<file path="src/rtl/axis_rr_arbiter.sv">
// Two-input AXI-Stream round-robin arbiter with packet-locked grants.
// Two requesters share one master stream. The arbiter grants one requester at a
// time, holds that grant until a tlast beat completes, and then returns to IDLE
// for one cycle before it arbitrates again. It also counts the packets it
// forwards from each requester.
module axis_rr_arbiter #(
  parameter int DATA_WIDTH = 32,
  parameter int CNT_WIDTH  = 16
) (
  input  logic                      axis_aclk,
  input  logic                      axis_aresetn,

  input  logic [DATA_WIDTH-1:0]     s00_axis_tdata,
  input  logic [DATA_WIDTH/8-1:0]   s00_axis_tstrb,
  input  logic                      s00_axis_tvalid,
  input  logic                      s00_axis_tlast,
  output logic                      s00_axis_tready,

  input  logic [DATA_WIDTH-1:0]     s01_axis_tdata,
  input  logic [DATA_WIDTH/8-1:0]   s01_axis_tstrb,
  input  logic                      s01_axis_tvalid,
  input  logic                      s01_axis_tlast,
  output logic                      s01_axis_tready,

  output logic [DATA_WIDTH-1:0]     m00_axis_tdata,
  output logic [DATA_WIDTH/8-1:0]   m00_axis_tstrb,
  output logic                      m00_axis_tvalid,
  output logic                      m00_axis_tlast,
  input  logic                      m00_axis_tready,

  output logic [1:0]                grant,
  output logic [CNT_WIDTH-1:0]      pkt_cnt0,
  output logic [CNT_WIDTH-1:0]      pkt_cnt1
);

  localparam int STRB_WIDTH = DATA_WIDTH / 8;

  typedef enum logic [1:0] {
    IDLE   = 2'd0,
    GRANT0 = 2'd1,
    GRANT1 = 2'd2
  } state_t;

  state_t state;
  // Port that was granted most recently: 0 means s00, 1 means s01.
  // It resets to 1 so that s00 wins the first tie.
  logic   last_grant;

  logic   xfer_last0;
  logic   xfer_last1;

  // A packet ends when the granted port hands over a beat with tlast set.
  assign xfer_last0 = (state == GRANT0) && s00_axis_tvalid && m00_axis_tready && s00_axis_tlast;
  assign xfer_last1 = (state == GRANT1) && s01_axis_tvalid && m00_axis_tready && s01_axis_tlast;

  // Arbitration FSM. The grant register is updated together with the state,
  // and the packet counters advance when a packet ends.
  always_ff @(posedge axis_aclk or negedge axis_aresetn) begin
    if (!axis_aresetn) begin
      state      <= IDLE;
      last_grant <= 1'b1;
      grant      <= 2'b00;
      pkt_cnt0   <= '0;
      pkt_cnt1   <= '0;
    end else begin
      case (state)
        IDLE: begin
          // m00_axis_tready is deliberately not consulted here.
          if (s00_axis_tvalid && (!s01_axis_tvalid || last_grant)) begin
            state      <= GRANT0;
            grant      <= 2'b01;
            last_grant <= 1'b0;
          end else if (s01_axis_tvalid) begin
            state      <= GRANT1;
            grant      <= 2'b10;
            last_grant <= 1'b1;
          end
        end
        GRANT0: begin
          if (xfer_last0) begin
            state    <= IDLE;
            grant    <= 2'b00;
            pkt_cnt0 <= pkt_cnt0 + CNT_WIDTH'(1);
          end
        end
        GRANT1: begin
          if (xfer_last1) begin
            state    <= IDLE;
            grant    <= 2'b00;
            pkt_cnt1 <= pkt_cnt1 + CNT_WIDTH'(1);
          end
        end
        default: begin
          state <= IDLE;
          grant <= 2'b00;
        end
      endcase
    end
  end

  // Route the granted requester to the master stream. The master sees all
  // zeros while IDLE. Data and strobes pass through without being inspected.
  always_comb begin
    m00_axis_tdata  = '0;
    m00_axis_tstrb  = {STRB_WIDTH{1'b0}};
    m00_axis_tvalid = 1'b0;
    m00_axis_tlast  = 1'b0;
    s00_axis_tready = 1'b0;
    s01_axis_tready = 1'b0;
    case (state)
      GRANT0: begin
        m00_axis_tdata  = s00_axis_tdata;
        m00_axis_tstrb  = s00_axis_tstrb;
        m00_axis_tvalid = s00_axis_tvalid;
        m00_axis_tlast  = s00_axis_tlast;
        s00_axis_tready = m00_axis_tready;
      end
      GRANT1: begin
        m00_axis_tdata  = s01_axis_tdata;
        m00_axis_tstrb  = s01_axis_tstrb;
        m00_axis_tvalid = s01_axis_tvalid;
        m00_axis_tlast  = s01_axis_tlast;
        s01_axis_tready = m00_axis_tready;
      end
      default: ;
    endcase
  end

endmodule

</file>
<file path="config.mk">
export PLATFORM = sky130hd
export DESIGN_NAME = axis_rr_arbiter
export DESIGN_NICKNAME = d
export VERILOG_FILES = /design/src/rtl/axis_rr_arbiter.sv
export SDC_FILE = /design/constraint.sdc
export NUM_CORES = 1
export LEC_CHECK = 0
export ABC_CLOCK_PERIOD_IN_PS = 2000
export BUFFER_PORTS_ARGS = -buffer_cell sky130_fd_sc_hd__buf_2
export CAP_MARGIN = 15
export CORE_MARGIN = 5
export CORE_UTILIZATION = 42
export CTS_BUF_LIST = sky130_fd_sc_hd__clkbuf_4 sky130_fd_sc_hd__clkbuf_8
export DETAILED_ROUTE_END_ITERATION = 16
export PLACE_DENSITY = 0.84
export SYNTH_ARGS = -nofsm -noshare
export SYNTH_HDL_FRONTEND = slang
export SYNTH_SLANG_ARGS = --single-unit
</file>
<file path="constraint.sdc">
create_clock -name axis_aclk -period 2 [get_ports axis_aclk]
set_input_delay 0.1 -clock axis_aclk [delete_from_list [all_inputs] [get_ports axis_aclk]]
set_output_delay 0.1 -clock axis_aclk [all_outputs]
set_load 0.01 [all_outputs]
</file>
# [Word-level counts from Yosys, hierarchy flattened]
# Index checks and enable logic that the tools add are counted.
[totals] reg_bits=35 in_bits=79 out_inout_bits=74 wordCells=39
[classes] n_addsub=2 eq_ne=5 muxes=13 n_reduce_logical=15
[ops] op="32-bit one-hot mux with 2 select lines" count=1
[ops] op="16-bit by 1-bit adder with 16-bit output, second input constant" count=2
[ops] op="2-bit two-way mux" count=4
[ops] op="4-bit one-hot mux with 2 select lines" count=1
[ops] op="1-bit logical AND" count=7
[ops] op="2-bit one-hot mux with 3 select lines" count=1
[ops] op="2-bit AND reduction" count=3
[ops] op="1-bit two-way mux" count=4
[ops] op="2-bit inequality test, second input constant" count=2
[ops] op="1-bit one-hot mux with 2 select lines" count=2
[ops] op="3-bit inequality test, second input constant" count=1
[ops] op="3-bit AND reduction" count=1
[ops] op="2-bit by 1-bit equality test with 1-bit output, second input constant" count=1
[ops] op="2-bit equality test, second input constant" count=1
[ops] op="2-bit zero test" count=1
[ops] op="2-bit nonzero test" count=1
[ops] op="1-bit zero test" count=1
[ops] op="1-bit logical OR" count=1

# [Logic depth before layout (Yosys ltp)]
# Gate-level depths: netlist of the first run.
[depth] ltp_word=6 ltp_mapped=7 mapped_depth_nobuf=6

# [Least setup slack after synthesis of the first run]
# No wires, ideal clock.
[synth_timing] path_type="register to register" start="register state[0]" end="register pkt_cnt1[6]" setup_ns=0.125 arrival_time_ns=1.553 required_time_ns=1.875 setup_slack_ns=0.321 path_stages_with_launch=8 n_path_buf=1 period_less_slack_ns=1.679 cell_sequence="dfrtp_1 inv_1 ha_1 buf_2 and4_4 nand3_1 or3_1 xnor2_1"
[synth_via] elab_chain_cells=5
[synth_lines] element="from (decl)" line="44" rtl="state_t state;"
[synth_lines] element="from (signal assigned)" line="60" rtl="state <= IDLE;"
[synth_lines] element="from (signal assigned)" line="70" rtl="state <= GRANT0;"
[synth_lines] element="from (signal assigned)" line="74" rtl="state <= GRANT1;"
[synth_lines] element="2-bit equality test (*)" line="54, 66"
[synth_lines] element="1-bit logical AND (3 in series)" line="54" rtl="assign xfer_last1 = (state == GRANT1) && s01_axis_tvalid && m00_axis_tready && s01_axis_tlast;"
[synth_lines] element="2-bit AND reduction (no source line) (*)"
[synth_lines] element="to (signal assigned)" line="90" rtl="pkt_cnt1 <= pkt_cnt1 + CNT_WIDTH'(1);"
[synth_lines] element="to (decl)" line="33" rtl="output logic [CNT_WIDTH-1:0] pkt_cnt1"
# Every way passes the cells marked *; elsewhere a longest branch is shown, timed or not.
# A chain may end at the register's enable or synchronous reset.

# [Worst setup path after layout of the first run]
[layout_timing] start="register state[0]" end="output m00_axis_tstrb[1]"
[layout_via] elab_chain_cells=2 word_cells_on_any_way=3 classes_between="eq/ne (2); mux (1)"
[layout_lines] element="2-bit equality test / 2-bit by 1-bit equality test with 1-bit output (equally long branches)" line="110" rtl="case (state)"
[layout_lines] element="4-bit one-hot mux with 2 select lines (*)" line="110"
[layout_lines] element="to (decl)" line="26" rtl="output logic [DATA_WIDTH/8-1:0] m00_axis_tstrb,"
# Marked as above.

==> results of run 1 <==
## cell usage in the layout (no fill, tap or decap), types with 2 or more instances in the layout
cell,count
sky130_fd_sc_hd__a21oi_1,3
sky130_fd_sc_hd__and2_2,2
sky130_fd_sc_hd__xor2_1,5
sky130_fd_sc_hd__buf_2,152
sky130_fd_sc_hd__nand3_1,10
sky130_fd_sc_hd__and3_1,3
sky130_fd_sc_hd__nor2_1,4
sky130_fd_sc_hd__and4_1,5
sky130_fd_sc_hd__nand2_1,20
sky130_fd_sc_hd__and4_4,2
sky130_fd_sc_hd__dfrtp_1,34
sky130_fd_sc_hd__inv_1,5
sky130_fd_sc_hd__xnor2_1,24
sky130_fd_sc_hd__buf_4,2
sky130_fd_sc_hd__nand4_1,5
sky130_fd_sc_hd__nand4_4,2
sky130_fd_sc_hd__nor2b_1,38
sky130_fd_sc_hd__o21ai_0,2
sky130_fd_sc_hd__ha_1,5
sky130_fd_sc_hd__nor3_4,2
sky130_fd_sc_hd__a22oi_1,39
sky130_fd_sc_hd__clkbuf_8,7
sky130_fd_sc_hd__nor3_2,2
## final timing paths
| kind | start | end | slack [ns] | cells after the start |
|---|---|---|---|---|
| max in group asynchronous | axis_aresetn | pkt_cnt1[2] | 1.09 | 2 |
| min in group asynchronous | axis_aresetn | pkt_cnt0[10] | 0.43 | 2 |
| hold reg to reg | pkt_cnt0[15] | pkt_cnt0[15] | 0.47 | 1 |
| hold / removal | s00_axis_tvalid | last_grant | 0.09 | 2 |
| setup reg to reg | state[0] | pkt_cnt1[9] | 0.23 | 6 |
| setup / recovery | state[0] | m00_axis_tstrb[1] | 0.16 | 6 |
## worst max-delay path, cell delays in order, from the launching register on
cell and delay, ns:
sky130_fd_sc_hd__dfrtp_1 0.40, sky130_fd_sc_hd__inv_1 0.11, sky130_fd_sc_hd__ha_1 0.30, sky130_fd_sc_hd__buf_8 0.24, sky130_fd_sc_hd__a22oi_1 0.11, sky130_fd_sc_hd__nor2b_1 0.13
sky130_fd_sc_hd__buf_2 0.15
## report_power, final
group          total (mW)  leakage (nW)  switching [mW]  internal [mW]
Combinational        1.67          1.16           0.891          0.778
Sequential          0.881         0.472          0.0872          0.794
Clock               0.567        0.0549           0.239          0.328
## cells in the mapped netlist, drive strengths merged
master   number  share of area (%)
and2          3               0.95
o2111ai       1               0.39
dfrtp        34                 38
o21ai         2               0.44
a21oi         3               0.67
nand4         7                3.3
nand3        10                2.2
nor3          4                2.3
nand2        20                3.3
nor2          4               0.67
and3          3               0.83
ha            5                2.8
xnor2        24                9.3
nor2b        38                 11
a22oi        39                 13
dfstp         1                1.2
a31oi         1               0.28
or3           1               0.28
clkbuf        9                1.5
xor2          6                2.7
or2           1               0.28
buf           5               0.95
inv           5               0.83
a22o          1               0.44
and4          7                2.9
## flip-flops by register name (all words and copies together) (netlist names)
| name | flops |
|---|---|
| pkt_cnt0 | 16 |
| pkt_cnt1 | 16 |
| state | 2 |
| last_grant | 1 |
## routing by layer
layer,share of wire [%],track usage [%]
met5,0,0
met4,2.8,7.13
met3,9.8,7.33
met2,49,33.9
met1,38,23.4
## cells by family after synthesis
group	Yosys count	share of synthesized area [%]
xor+xnor	30	12.0
flops	35	39.0
fa+ha+maj	5	2.78
simple gates	98	27.7
compound gates	47	15.2
buf+inv	19	3.28
## stage by stage
step / util (%) / hold slack (ns) / worst slack [ns] / std cells / area, um2
global placement: 59.8 / 0.210 / 0.372 / 446 / 3070
CTS: 62.0 / 0.0737 / 0.0269 / 455 / 3190
detailed placement: 59.8 / 0.210 / 0.269 / 446 / 3070
finish: 62.4 / 0.0928 / 0.161 / 455 / 3210
global route: 62.4 / 0.0994 / 0.00367 / 455 / 3210
floorplan: - / -0.196 / 0.321 / 234 / 2250
## final cells by class
cell class	count	area, um2
Multi-Input combinational cell	180	1300
Inverter	5	18.8
Fill cell	463	1930
Clock buffer	8	104
Timing Repair Buffer	157	821
Tap cell	70	87.6
Sequential cell	35	877
## timing repair
item | CTS | global route
hold buffers | 1 | 0
hold endpoints to repair | 34 | 0
gates resized for setup | 0 | 5
endpoints found under the setup margin | 0 | 38
==> results.cfg, run 1 <==
[status]
result_of_the_run = complete, no violations

[sta]
fmax_mhz = 544
setup_viol = 0
transition_time_at_the_pin_with_the_least_slew_margin_ns = 0.745
setup_repair_after_global_routing_missed_its_margin = false
timing.setup.tns_ns = 0
finalWorstPathRequiredPeriod_ns = 1.84
fin_worst_skew_ns = 0.00837
finalCritPeriodShare_pct = 91.9
final_max_slew_viol_count = 0
headroom_to_the_max_slew_limit_pct = 50.3
hold_viol = 0

[route]
drt_first_iter_violations = 84
firstDrtPassIters = 4
antenna_left = 0
drt-wirelength-per-cell_um = 15.2
vias = 2332
vias_per_cell = 5.13
drt_wl_total_um = 6930
drc = 0

[placed_design]
io_buffers = 152
place_congestion = 0.817
dp_hpwl_um = 5490

[synthesis]
mappedNetlistNets = 318
synthCells = 234
synth_sequential_area_ratio_pct = 39.0
yosys.cell_types.count = 31
cell_area_after_synthesis_mm2 = 0.00225
ys.warnings.count = 0
syn_avg_cell_area_um2 = 9.61
postSynthRegisterBits = 35

[critical_path]
worstPathMaxFanout = 29
endpoint_kind = output pin
critical_path_class = flip-flop to output pin
cp_launch_type = flip-flop
critical_path_arrival_ns = 1.74
cp.required_ns = 1.90

[grt]
gr-total-overflow = 0
grt_antenna_before_repair = 0
grt_start_max_net_pins = 40
global_route.usage.total_pct = 20.1
vias_in_the_first_global_route = 2339
grt_pass1_wl_um = 11600

[floorplan]
chipHeight_um = 83.2
row_cnt = 26
core_mm2 = 0.00514
die_width_um = 83.2
floorplan.initialDensity_pct = 43.8
top_level_ports = 153
floorplan.die_area_mm2 = 0.00692

[power]
cellLeakagePower_nw = 1.69
power_per_cell_area_mw_per_mm2 = 972
irDropWorstVdd_v = 0.000559
report.power.total_mw = 3.12

[clock_tree]
root_buffer = sky130_fd_sc_hd__clkbuf_8
cts.repair_timing.setup_buffer_count = 0
tritoncts = yes
worst_setup_hold_path_clk_slew_ns = 0.07
cts_made_buffers = 5
ctsHtreeMaxLevel = 2
clkLatencyLatePin_ns = 0.29
cts.sinks = 35
ctsLongestPathBuffers = 2

[cells_and_area]
layout-drive-gt1-share_pct = 46.2
fin_nets = 468
syn_to_final_growth_pct = 42.5
antenna_cells = 0

[run]
drv_cap = 0

[worst_hold_path]
timing.hold.worst.class = primary input to flip-flop
Note: power is estimated with default switching activity, not from simulation.
==> run 2: changes to the inputs <==
- PLACE_DENSITY: 0.84 -> 0.89
==> run 2 against run 1 <==
  * Wire length fell by 0.33%
  * Utilization fell by 0.12 points
  * Combinational power rose by 3%
  * First-iteration DRC count fell by 32%
  * Critical path depth fell by 1
  * Count of clock-buffer cells in the layout fell by 3
  * Cell count did not move
  * Largest power group unchanged
  * Hold slack got worse by 0.00065 ns
  * Sequential power rose by 0.7%
  * Global-route usage fell by 0.37 points
  * Sequential cell count did not move
  * Register-to-register slack improved by 0.02 ns
  * Largest cell class unchanged
==> results.cfg, run 2 (synthesis gave the netlist of run 1 again) <==
[floorplan]
chipHeight_um = 83.2
row_cnt = 26
die_width_um = 83.2
core_mm2 = 0.00514
floorplan.die_area_mm2 = 0.00692
top_level_ports = 153
floorplan.initialDensity_pct = 43.8

[placed_design]
place_congestion = 0.854
placed_cells_incl_taps = 446
io_buffers = 152
placement.setup.worst_slack_ns = 0.298
dp_hpwl_um = 5530

[critical_path]
critical_path_arrival_ns = 1.72
worstReg2RegStart = state[1]
cp.required_ns = 1.90
cp_cell_sequence = inv_1 -> ha_2 -> buf_12 -> nor2b_1 -> buf_2
critical_path_class = flip-flop to output pin
ff2ff_setup_slack_ns = 0.25
worstPathMaxFanout = 29
cp_launch_type = flip-flop
endpoint_kind = output pin
worstReg2RegEnd = pkt_cnt0[5]
slowest_delay_ns = 0.45
worst_r2r_path_depth = 6
timing.critical_path.slowest_stage_cell = sky130_fd_sc_hd__ha_2

[power]
irDropWorstVdd_v = 0.000607
power_per_cell_area_mw_per_mm2 = 969
report.power.total_mw = 3.10
cellLeakagePower_nw = 1.68

[sta]
worst_slack_ns = 0.177
timing.setup.tns_ns = 0
transition_time_at_the_pin_with_the_least_slew_margin_ns = 0.759
setup_viol = 0
fin_worst_skew_ns = 0.00616
final_max_slew_viol_count = 0
hold_viol = 0
headroom_to_the_max_slew_limit_pct = 49.4
finalCritPeriodShare_pct = 91.2
setup_repair_after_global_routing_missed_its_margin = false
fmax_mhz = 548
finalWorstPathRequiredPeriod_ns = 1.82

[grt]
grt_pass1_wl_um = 11300
grt_antenna_before_repair = 0
vias_in_the_first_global_route = 2365
gr-total-overflow = 0
global_route.usage.total_pct = 19.7
grt_start_max_net_pins = 42

[route]
vias_per_cell = 5.14
drt_wl_total_um = 6900
drc = 0
drt-wirelength-per-cell_um = 15.2
drt_first_iter_violations = 57
vias = 2337
antenna_left = 0
firstDrtPassIters = 4

[cells_and_area]
syn_to_final_growth_pct = 42.3
layout.cells.most_common = sky130_fd_sc_hd__buf_2
fin_nets = 468
layout.cells.most_common_list = sky130_fd_sc_hd__buf_2, sky130_fd_sc_hd__a22oi_1, sky130_fd_sc_hd__nor2b_1
fillerInstances = 458
reg.largest.list = pkt_cnt0 (16), pkt_cnt1 (16), state (2)
layout.cells.non_filler = 455
antenna_cells = 0
layout-drive-gt1-share_pct = 46.8

[clock_tree]
tritoncts = yes
root_buffer = sky130_fd_sc_hd__clkbuf_8
ctsLongestPathBuffers = 2
cts_made_buffers = 5
cts.repair_timing.setup_buffer_count = 0
ctsHtreeMaxLevel = 2
worst_setup_hold_path_clk_slew_ns = 0.07
clkLatencyLatePin_ns = 0.29
cts.sinks = 35

[status]
result_of_the_run = complete, no violations

[run]
drv_cap = 0

[worst_hold_path]
hold_start = s00_axis_tvalid
min_delay_worst_endpoint = last_grant
hold_path_depth = 2
timing.hold.worst.class = primary input to flip-flop
## run 2: cell count changes in the layout (fill, tap and decap cells not counted), sizes merged
cell,before,now
clkinv,0,3
clkbuf,8,5
## run 2: worst max-delay path by stage
| stage | cells after the start | start | end |
|---|---|---|---|
| 2_1_floorplan | 7 | state[0] | pkt_cnt1[6] |
| 3_3_place_gp | 6 | state[0] | pkt_cnt1[9] |
| 3_5_place_dp | 6 | state[1] | pkt_cnt0[10] |
| 4_1_cts | 6 | state[0] | m00_axis_tdata[13] |
| 5_1_grt | 6 | state[1] | m00_axis_tdata[11] |
| 6_report | 5 | state[1] | m00_axis_tdata[13] |
## run 2: what timing repair did
item / in CTS / in global routing
gates resized for setup: 1 / 5
cloned: 0 / 0
setup endpoints to repair: 1 / 17
endpoints found under the hold margin: 34 / 0
hold buffers: 1 / 0
## run 2: area by class of cell
class / instances / area [um2] / share of cell area [%]
clock inverter: 3 / 15.0 / 0.469
inverter: 5 / 18.8 / 0.586
multi-input combinational: 180 / 1300 / 40.7
tap: 70 / 87.6 / 2.74
sequential: 35 / 877 / 27.4
clock buffer: 5 / 68.8 / 2.15
timing repair buffer: 157 / 830 / 25.9
## run 2: worst max-delay path: cells and delay by family, from the launching register on
kind                       cells  cell delay [ns]
buffers and inverters          3             0.43
DFF                            1             0.38
and+or+nand+nor                1             0.18
adders and majority gates      1             0.45
## run 2: through the flow
| stage | cell area [um2] | util, % | hold slack (ns) |
|---|---|---|---|
| 2_1_floorplan | 2250 | - | -0.196 |
| 3_3_place_gp | 3090 | 60.0 | 0.207 |
| 3_5_place_dp | 3090 | 60.0 | 0.216 |
| 4_1_cts | 3180 | 61.9 | 0.0847 |
| 5_1_grt | 3200 | 62.3 | 0.120 |
| 6_report | 3200 | 62.3 | 0.0922 |
## run 2: report_power, final
| group | internal [mW] | leakage (nW) | total, mW | switching, mW |
|---|---|---|---|---|
| Sequential | 0.794 | 0.472 | 0.887 | 0.0931 |
| Clock | 0.238 | 0.0477 | 0.492 | 0.254 |
| Combinational | 0.830 | 1.16 | 1.72 | 0.892 |
## run 2: layer usage
metal / vias to the layer above / share of wire [%] / GRT usage [%]
met5: - / 0 / 0
met4: 0 / 2.8 / 6.98
met3: 16 / 10 / 8.61
met2: 100 / 51 / 34.5
met1: 1091 / 36 / 21.0
li1: 1130 / - / -
==> run 3: changes to the inputs <==
- ABC_CLOCK_PERIOD_IN_PS: 2000 -> 1540
- CORE_UTILIZATION: 42 -> 38
- CTS_BUF_LIST: sky130_fd_sc_hd__clkbuf_4 sky130_fd_sc_hd__clkbuf_8 -> sky130_fd_sc_hd__clkbuf_8 sky130_fd_sc_hd__clkbuf_16
- PLACE_DENSITY: 0.89 -> 0.85
- clock period: 2 -> 1.54 ns (I/O delays scaled with it)
==> run 3 against run 2 <==
  * The flow now finishes with violations (negative setup slack)
  * Count of clock-buffer cells in the layout is the same
  * Sequential cell count is the same
  * Combinational power grew to 2.5 times the previous value
  * Via count is 14% higher
  * Worst setup slack got worse by 0.42 ns
  * Critical path type unchanged
  * Critical endpoint is now m00_axis_tstrb[2]
==> results.cfg, run 3 (synthesis gave the netlist of run 1 again) <==
[sta]
final_max_slew_viol_count = 0
fin_worst_skew_ns = 0.00511
finalCritPeriodShare_pct = 116
transition_time_at_the_pin_with_the_least_slew_margin_ns = 0.444
setup_viol = 65
fin_hold_ws_ns = 0.0766
worst_slack_ns = -0.242
finalWorstPathRequiredPeriod_ns = 1.78
headroom_to_the_max_slew_limit_pct = 70.4
fmax_mhz = 561
hold_viol = 0
setup_repair_after_global_routing_missed_its_margin = true

[power]
irDropWorstVdd_v = 0.00111
power_report.internal_total_mw = 3.90
switching_share_pct = 36.2
power.share.sequential_pct = 18.6
pwr-share-comb_pct = 71.3
power.net_switching_mw = 2.22
power_frac_clock_pct = 10.1
cellLeakagePower_nw = 2.15
power_per_cell_area_mw_per_mm2 = 1430

[grt]
vias_in_the_first_global_route = 2762
global_route.usage.total_pct = 22.0
grt_start_max_net_pins = 36
grt_pass1_wl_um = 13200
grt_antenna_before_repair = 0
gr-total-overflow = 0

[critical_path]
critical_path_class = flip-flop to output pin
critical_path_most_common_cell = sky130_fd_sc_hd__buf_6
timing.critical_path.slowest_stage_cell = sky130_fd_sc_hd__dfrtp_1
slowest_delay_ns = 0.41
crit_family = buffers and inverters
worst-path-buf-inv = 4
endpoint_kind = output pin
cp.required_ns = 1.46
cp_cell_sequence = buf_6 -> ha_4 -> buf_12 -> clkbuf_16 -> a22oi_2 -> nor2b_4 -> buf_6
worstPathMaxFanout = 7
critical_path_arrival_ns = 1.70
ff2ff_setup_slack_ns = -0.21
cp_launch_type = flip-flop

[run]
drv_cap = 0

[cells_and_area]
fin_nets = 513
reg.largest.list = pkt_cnt0 (16), pkt_cnt1 (16), state (2)
antenna_cells = 0
layout.cells.most_common_list = sky130_fd_sc_hd__buf_2, sky130_fd_sc_hd__a22oi_2, sky130_fd_sc_hd__dfrtp_1
layout.cells.most_common = sky130_fd_sc_hd__buf_2
register_area_um2 = 877
syn_to_final_growth_pct = 90.6
layout-drive-gt1-share_pct = 69.5
fillerInstances = 397
multiInputGateArea_mm2 = 0.00174

[floorplan]
row_cnt = 28
chipHeight_um = 86.9
core_mm2 = 0.00585
die_width_um = 86.9
floorplan.die_area_mm2 = 0.00756
top_level_ports = 153
floorplan.initialDensity_pct = 38.5

[status]
result_of_the_run = finished with violations
violations = negative setup slack

[route]
firstDrtPassIters = 4
antenna_left = 0
drc = 0
vias = 2670
drt_wl_total_um = 8920
drt_first_iter_violations = 86
vias_per_cell = 5.29
drt-wirelength-per-cell_um = 17.7

[clock_tree]
ctsHtreeMaxLevel = 2
worst_setup_hold_path_clk_slew_ns = 0.07
cts.sinks = 35
ctsLongestPathBuffers = 2
root_buffer = sky130_fd_sc_hd__clkbuf_8
cts_made_buffers = 5
tritoncts = yes
clkLatencyLatePin_ns = 0.28

[worst_hold_path]
timing.hold.worst.class = primary input to flip-flop

[placed_design]
io_buffers = 152
dp_hpwl_um = 5730
placement.setup.worst_slack_ns = -0.0887
place_congestion = 0.826
-- run 3: cell count changes in the layout (fill, tap and decap cells not counted), moves of 4 or more --
cell,previous run,this run
sky130_fd_sc_hd__nand3_2,0,5
sky130_fd_sc_hd__a22oi_2,0,39
sky130_fd_sc_hd__buf_4,1,23
sky130_fd_sc_hd__a22oi_1,39,0
sky130_fd_sc_hd__buf_6,1,25
sky130_fd_sc_hd__buf_2,152,141
sky130_fd_sc_hd__nor2b_2,0,4
sky130_fd_sc_hd__nand2_1,20,16
sky130_fd_sc_hd__nand3_1,10,5
sky130_fd_sc_hd__nor2b_1,38,22
sky130_fd_sc_hd__nor2b_4,0,12
-- run 3: metal layers --
| metal | vias to the layer above | wire, um | track usage (%) |
|---|---|---|---|
| met5 | - | 0 | 0 |
| li1 | 1229 | - | - |
| met3 | 27 | 745 | 6.43 |
| met2 | 135 | 4780 | 39.5 |
| met1 | 1279 | 3110 | 24.4 |
| met4 | 0 | 291 | 8.50 |
-- run 3: metrics by stage --
| stage | total power, mW | std cells | TNS (ns) | area (um2) | util [%] |
|---|---|---|---|---|---|
| detailed placement | 3.58 | 465 | -0.797 | 3230 | 55.2 |
| finish | 6.12 | 505 | -10.0 | 4290 | 73.3 |
| floorplan | 2.55 | 234 | -0.0910 | 2260 | - |
| global route | 6.49 | 505 | -15.52 | 4290 | 73.3 |
| CTS | 5.52 | 491 | -7.59 | 3900 | 66.7 |
| global placement | 3.52 | 465 | 0 | 3230 | 55.2 |
-- run 3: final timing paths --
path | start | end | cells after the start
setup / recovery | state[1] | m00_axis_tstrb[2] | 7
hold / removal | s00_axis_tvalid | last_grant | 2
setup reg to reg | state[1] | pkt_cnt1[13] | 8
hold reg to reg | pkt_cnt1[15] | pkt_cnt1[15] | 1
max in group asynchronous | axis_aresetn | last_grant | 3
min in group asynchronous | axis_aresetn | pkt_cnt0[7] | 3
-- run 3: power by group through the flow --
stage | combinational (mW) | sequential, mW | clock, mW
6_report | 4.37 | 1.14 | 0.616
5_1_grt | 4.66 | 1.15 | 0.673
4_1_cts | 3.76 | 1.13 | 0.630
3_5_place_dp | 2.42 | 1.15 | 0
3_3_place_gp | 2.38 | 1.14 | 0
2_1_floorplan | 1.37 | 1.18 | 0
-- run 3: cell type report --
cell class                      instances  share of cell area [%]
Clock buffer                            5                    1.60
Clock inverter                          3                   0.292
Sequential cell                        35                    20.5
Timing Repair Buffer                  202                    34.3
Multi-Input combinational cell        180                    40.7
Inverter                                5                   0.438
Tap cell                               75                    2.19
-- run 3: timing repair --
action,4_1_cts,5_1_grt
pin swaps,10,21
cloned,5,2
setup endpoints to repair,59,67
gates resized for setup,66,54
hold endpoints to repair,34,0
buffers inserted,12,13
hold buffers,1,0
